[config.mk]
export PLATFORM = sky130hd
export DESIGN_NAME = md_unit
export DESIGN_NICKNAME = d
export VERILOG_FILES = /design/src/rtl/md_pkg.sv /design/src/rtl/md_div_core.sv /design/src/rtl/md_unit.sv
export SDC_FILE = /design/constraint.sdc
export NUM_CORES = 2
export LEC_CHECK = 0
export ABC_AREA = 1
export CAP_MARGIN = 20
export CORE_UTILIZATION = 25
export CTS_BUF_LIST = sky130_fd_sc_hd__clkbuf_8
export DETAILED_ROUTE_END_ITERATION = 6
export PLACE_DENSITY = 0.47
export SYNTH_ARGS = -nofsm -noshare
export SYNTH_HDL_FRONTEND = slang
export SYNTH_SLANG_ARGS = --single-unit
[constraint.sdc]
create_clock -name clk -period 2.15 [get_ports clk]
set_input_delay 0.43 -clock clk [delete_from_list [all_inputs] [get_ports clk]]
set_output_delay 0.43 -clock clk [all_outputs]
set_load 0.005 [all_outputs]
[src/rtl/md_pkg.sv]
// Shared definitions for the multiply/divide unit: op encodings, FSM states
// and default latencies.
package md_pkg;

   typedef enum logic [2:0] {
      OP_NONE  = 3'd0,
      OP_MULT  = 3'd1,
      OP_MULTU = 3'd2,
      OP_DIV   = 3'd3,
      OP_DIVU  = 3'd4,
      OP_MTHI  = 3'd5,
      OP_MTLO  = 3'd6,
      OP_RSVD  = 3'd7
   } md_op_e;

   typedef enum logic {
      IDLE = 1'b0,
      RUN  = 1'b1
   } md_state_e;

   localparam int DEF_MULT_LAT = 5;
   localparam int DEF_DIV_LAT  = 10;
   // Wide enough for the largest legal latency (31).
   localparam int CNT_W        = 5;

endpackage

[src/rtl/md_div_core.sv]
// Combinational signed/unsigned divider: truncating quotient, remainder takes
// the dividend's sign. Divide-by-zero is flagged and yields zero outputs.
module md_div_core #(
   parameter int WIDTH = 32
) (
   input  logic [WIDTH-1:0] a,
   input  logic [WIDTH-1:0] b,
   input  logic             is_signed,
   output logic [WIDTH-1:0] q,
   output logic [WIDTH-1:0] r,
   output logic             div_zero
);

   logic             neg_a, neg_b;
   logic [WIDTH-1:0] mag_a, mag_b, mag_b_safe, mag_q, mag_r;

   // Divide magnitudes, then restore signs; -2^(W-1)/-1 falls out as 2^(W-1).
   always_comb begin
      neg_a      = is_signed & a[WIDTH-1];
      neg_b      = is_signed & b[WIDTH-1];
      mag_a      = neg_a ? (~a + 1'b1) : a;
      mag_b      = neg_b ? (~b + 1'b1) : b;
      div_zero   = (b == '0);
      mag_b_safe = div_zero ? {{(WIDTH-1){1'b0}}, 1'b1} : mag_b;
      mag_q      = mag_a / mag_b_safe;
      mag_r      = mag_a % mag_b_safe;
      q          = '0;
      r          = '0;
      if (!div_zero) begin
         q = (neg_a ^ neg_b) ? (~mag_q + 1'b1) : mag_q;
         r = neg_a ? (~mag_r + 1'b1) : mag_r;
      end
   end

endmodule

[src/rtl/md_unit.sv]
// HI/LO multiply/divide unit with fixed-latency IDLE/RUN sequencing.
// Divide support is built only when MD_UNIT_DIV_EN is defined.
module md_unit
   import md_pkg::*;
#(
   parameter int WIDTH    = 32,
   parameter int MULT_LAT = DEF_MULT_LAT,
   parameter int DIV_LAT  = DEF_DIV_LAT
) (
   input  logic             clk,
   input  logic             reset,
   input  logic             start,
   input  logic [2:0]       op,
   input  logic [WIDTH-1:0] a,
   input  logic [WIDTH-1:0] b,
   output logic             busy,
   output logic             done,
   output logic [WIDTH-1:0] hi,
   output logic [WIDTH-1:0] lo,
   output md_state_e        state_dbg
);

   // Handshake: a request (start with op 1..6) is taken on a rising edge only
   // while busy=0; there is no ready/ack beyond busy, so the requester must hold
   // off long ops until busy drops. done marks the cycle HI/LO show a result.

   md_state_e          state, state_nxt;
   logic [CNT_W-1:0]   cnt, cnt_nxt;
   logic               done_nxt, load_res, commit;
   logic               is_mul, is_div, is_long, signed_op, accept;
   logic [2*WIDTH-1:0] ext_a, ext_b, prod, res_nxt;
   logic               skip_nxt;
   logic [WIDTH-1:0]   res_hi, res_lo;
   logic               res_skip;

   assign is_mul    = (op == OP_MULT) || (op == OP_MULTU);
   assign signed_op = (op == OP_MULT) || (op == OP_DIV);
   assign is_long   = is_mul || is_div;
   assign accept    = start && (state == IDLE) &&
                      (is_long || (op == OP_MTHI) || (op == OP_MTLO));

   assign ext_a = signed_op ? {{WIDTH{a[WIDTH-1]}}, a} : {{WIDTH{1'b0}}, a};
   assign ext_b = signed_op ? {{WIDTH{b[WIDTH-1]}}, b} : {{WIDTH{1'b0}}, b};
   assign prod  = ext_a * ext_b;

`ifdef MD_UNIT_DIV_EN
   logic [WIDTH-1:0] div_q, div_r;
   logic             div_zero;

   assign is_div = (op == OP_DIV) || (op == OP_DIVU);

   md_div_core #(.WIDTH(WIDTH)) u_div (
      .a         (a),
      .b         (b),
      .is_signed (signed_op),
      .q         (div_q),
      .r         (div_r),
      .div_zero  (div_zero)
   );

   always_comb begin
      res_nxt  = prod;
      skip_nxt = 1'b0;
      if (is_div) begin
         res_nxt  = {div_r, div_q};
         skip_nxt = div_zero;
      end
   end
`else
   assign is_div   = 1'b0;
   assign res_nxt  = prod;
   assign skip_nxt = 1'b0;
`endif

   always_comb begin
      state_nxt = state;
      cnt_nxt   = cnt;
      done_nxt  = 1'b0;
      load_res  = 1'b0;
      commit    = 1'b0;
      case (state)
         IDLE: begin
            if (accept && is_long) begin
               state_nxt = RUN;
               cnt_nxt   = is_mul ? CNT_W'(MULT_LAT) : CNT_W'(DIV_LAT);
               load_res  = 1'b1;
            end
         end
         RUN: begin
            if (cnt == CNT_W'(1)) begin
               state_nxt = IDLE;
               cnt_nxt   = '0;
               done_nxt  = 1'b1;
               commit    = 1'b1;
            end else begin
               cnt_nxt = cnt - 1'b1;
            end
         end
         default: state_nxt = IDLE;
      endcase
   end

   // The result is computed at accept and parked in res_*; HI/LO only change
   // on the final edge so nothing intermediate is ever visible.
   always_ff @(posedge clk or negedge reset) begin
      if (!reset) begin
         state    <= IDLE;
         cnt      <= '0;
         done     <= 1'b0;
         hi       <= '0;
         lo       <= '0;
         res_hi   <= '0;
         res_lo   <= '0;
         res_skip <= 1'b0;
      end else begin
         state <= state_nxt;
         cnt   <= cnt_nxt;
         done  <= done_nxt;
         if (load_res) begin
            res_hi   <= res_nxt[2*WIDTH-1:WIDTH];
            res_lo   <= res_nxt[WIDTH-1:0];
            res_skip <= skip_nxt;
         end
         if (commit) begin
            if (!res_skip) begin
               hi <= res_hi;
               lo <= res_lo;
            end
         end else if (accept && (op == OP_MTHI)) begin
            hi <= a;
         end else if (accept && (op == OP_MTLO)) begin
            lo <= a;
         end
      end
   end

   assign busy      = (state == RUN);
   assign state_dbg = state;

endmodule

==> results.txt <==
Commonest cells post-synth -> 2068 x inv_1, 1688 x nand2_1, 1419 x fa_1
Die Ht -> 471 um
DIE WIDTH -> 471 um
Startpoint Class -> input pin
gpl congestion -> 0.920
GRT overflow -> 0
Crit Path Max Fanout -> 6
crit path kind -> in2reg
FFs w/ async S/R, synth -> 1.00
cell accounting for the most synthesized area -> fa_1
Initial DRC Count -> 2719
Synth top area share -> 0.517
synthesized instance count -> 6680
number of global-route vias before repair -> 50600
Worst-Margin Slew -> 0.571 ns
Yosys cell types -> 48
most numerous cell on the critical path -> fa_1
Worst-Skew Late Latency -> 0.49 ns
Synthesized Nets -> 8485
fill count -> 22700
Synth-to-Final Area Change -> 36.9%
Post-synth top flop -> dfrtp_1
CP Capture Type -> flip-flop
num rows -> 171
fin crit share -> 3.87
RSZ-0062 raised after global routing -> true
input/output buffers -> 136
Fin Clk Skew -> 0.0275 ns
total clock sinks -> 135
post-synthesis register bit count -> 135
most frequent cell after synthesis -> inv_1
# DRC -> 0
Sequential Area -> 3380 um2
sequential area share after synthesis -> 0.0615
setup violators final -> 61
Syn Area/Cell -> 8.22 um2
WL final -> 223000 um
slack of the critical path -> -6.17 ns
H-tree depth -> 4
crit path time final -> 8.32 ns
largest net degree at the start of global routing -> 58
Final Cell Area -> 75200 um2
Final Hold Viols -> 0
WHS Path Cells -> 4
Max-Cap Viols -> 0
first-pass GRT wire length -> 332000 um
total track usage -> 0.203
placement-stage cell area -> 68000 um2
largest buffer count on any clock path -> 2
number of flops mapped to enable cells by yosys -> 0
top cells by area, synth -> fa_1 52%, inv_1 14%, nand2_1 12%, ha_1 7.2%, dfrtp_1 6.2%
worst r2r path cells -> 10
total core area -> 218000 um2
CTS root buffer -> clkbuf_8
antenna violations before repair -> 9
status -> finished with violations
CTS tree -> done
Die Area -> 222000 um2
failing checks -> setup timing
CP max-delay cell -> fa_2
Arrival @ worst endpoint -> 8.69 ns
Max stage delay on crit path -> 0.67 ns
Initial Util -> 0.252
Clock Pin Slew Worst Setup and Hold Paths -> 0.11 ns
IO Pins -> 137
Ys Warns -> 0
vias per cell -> 4.34
via count -> 45800
layout cells sized above 1 -> 0.282
Multi-input gate area -> 47300 um2
top achievable clock speed -> 120 MHz
post-detailed-placement half-perimeter wirelength -> 184000 um
Mapped Area -> 54900 um2
relative max-transition margin -> 0.620
average wire per standard cell -> 21.2 um
DRT Pass-1 Iters -> 6
Final Max Slew Viols -> 0
Required @ worst endpoint -> 2.52 ns
worst min-delay path class -> in2reg
Layout Nets -> 9476
Routed Antenna Nets -> 0
total CTS buffers -> 17
## worst max-delay path: cells and delay by family
kind / cells / cell delay [ns]
simple gates: 12 / 1.20
buf+inv: 17 / 1.24
fa+ha+maj: 12 / 5.79
## final cells by class
cell class              instances  area share
clock buffers                  18     0.00329
inverters                    2083       0.105
flip-flops and latches        135      0.0449
diodes                          2   0.0000665
well taps                    2854      0.0475
multi-input cells            4188       0.629
repair buffers               1246       0.168
clock inverters                14     0.00203
## cells by family after synthesis
family | synth area share
simple gates | 0.157
buf+inv | 0.161
flops | 0.0615
fa+ha+maj | 0.589
compound gates | 0.0258
xor+xnor | 0.00526
## final timing paths
check	start	to	slack, ns
max in group asynchronous	reset	res_hi[11]$_DFFE_PN0P_	0.90
hold / removal	a[0]	res_lo[0]$_DFFE_PN0P_	0.47
min in group asynchronous	reset	hi[7]$_DFFE_PN0P_	0.49
setup / recovery	op[1]	res_hi[31]$_DFFE_PN0P_	-6.17
hold reg to reg	res_hi[11]$_DFFE_PN0P_	hi[11]$_DFFE_PN0P_	0.48
setup reg to reg	cnt[1]$_DFFE_PN0P_	hi[27]$_DFFE_PN0P_	0.18
## cell usage in the layout, fill, tap and decap left out, types with 33 or more instances in the layout
cell	n
nand2_2	88
a21oi_4	33
dfrtp_1	135
o21ai_2	35
fa_1	1269
fa_2	150
a21oi_2	45
nand2_1	1538
ha_1	229
inv_1	1896
nor2_2	40
nand3_1	109
buf_12	135
nand3_2	33
ha_4	84
buf_6	123
nor2_1	102
nand2_4	61
buf_4	825
clkdlybuf4s50_1	74
nor2_4	103
inv_2	171
## stage by stage
stage	std cells	util	setup WS [ns]	hold slack, ns	TNS (ns)
after floorplan	6680	-	-6.43	0.134	-293.34
after global placement	10300	0.312	-7.71	0.447	-415.86
after detailed placement	10300	0.312	-7.76	0.447	-414.90
after CTS	10500	0.337	-6.30	0.446	-310.75
after global routing	10500	0.345	-6.44	0.469	-321.47
final	10500	0.345	-6.17	0.473	-308.98
## metal layers
| layer | GRT usage | wire, um |
|---|---|---|
| met1 | 0.277 | 98800 |
| met2 | 0.354 | 109000 |
| met3 | 0.0142 | 9870 |
| met4 | 0.0338 | 5720 |
| met5 | 0 | 328 |
## flip-flops by register name, summed over array words and instances (netlist names)
signal / count
done: 1
busy: 1
lo: 32
hi: 32
cnt: 5
res_hi: 32
res_lo: 32
## timing repair
item / in CTS / in global routing
gates cloned: 21 / 9
setup endpoints to repair: 65 / 62
buffers inserted: 150 / 52
hold buffers: 1 / 0
endpoints found under the hold margin: 52 / 0
gates resized for setup: 944 / 404
pin swaps: 330 / 350
Power is not shown: default switching activity piles up to over one toggle a cycle in this logic, so the estimate is an artifact.
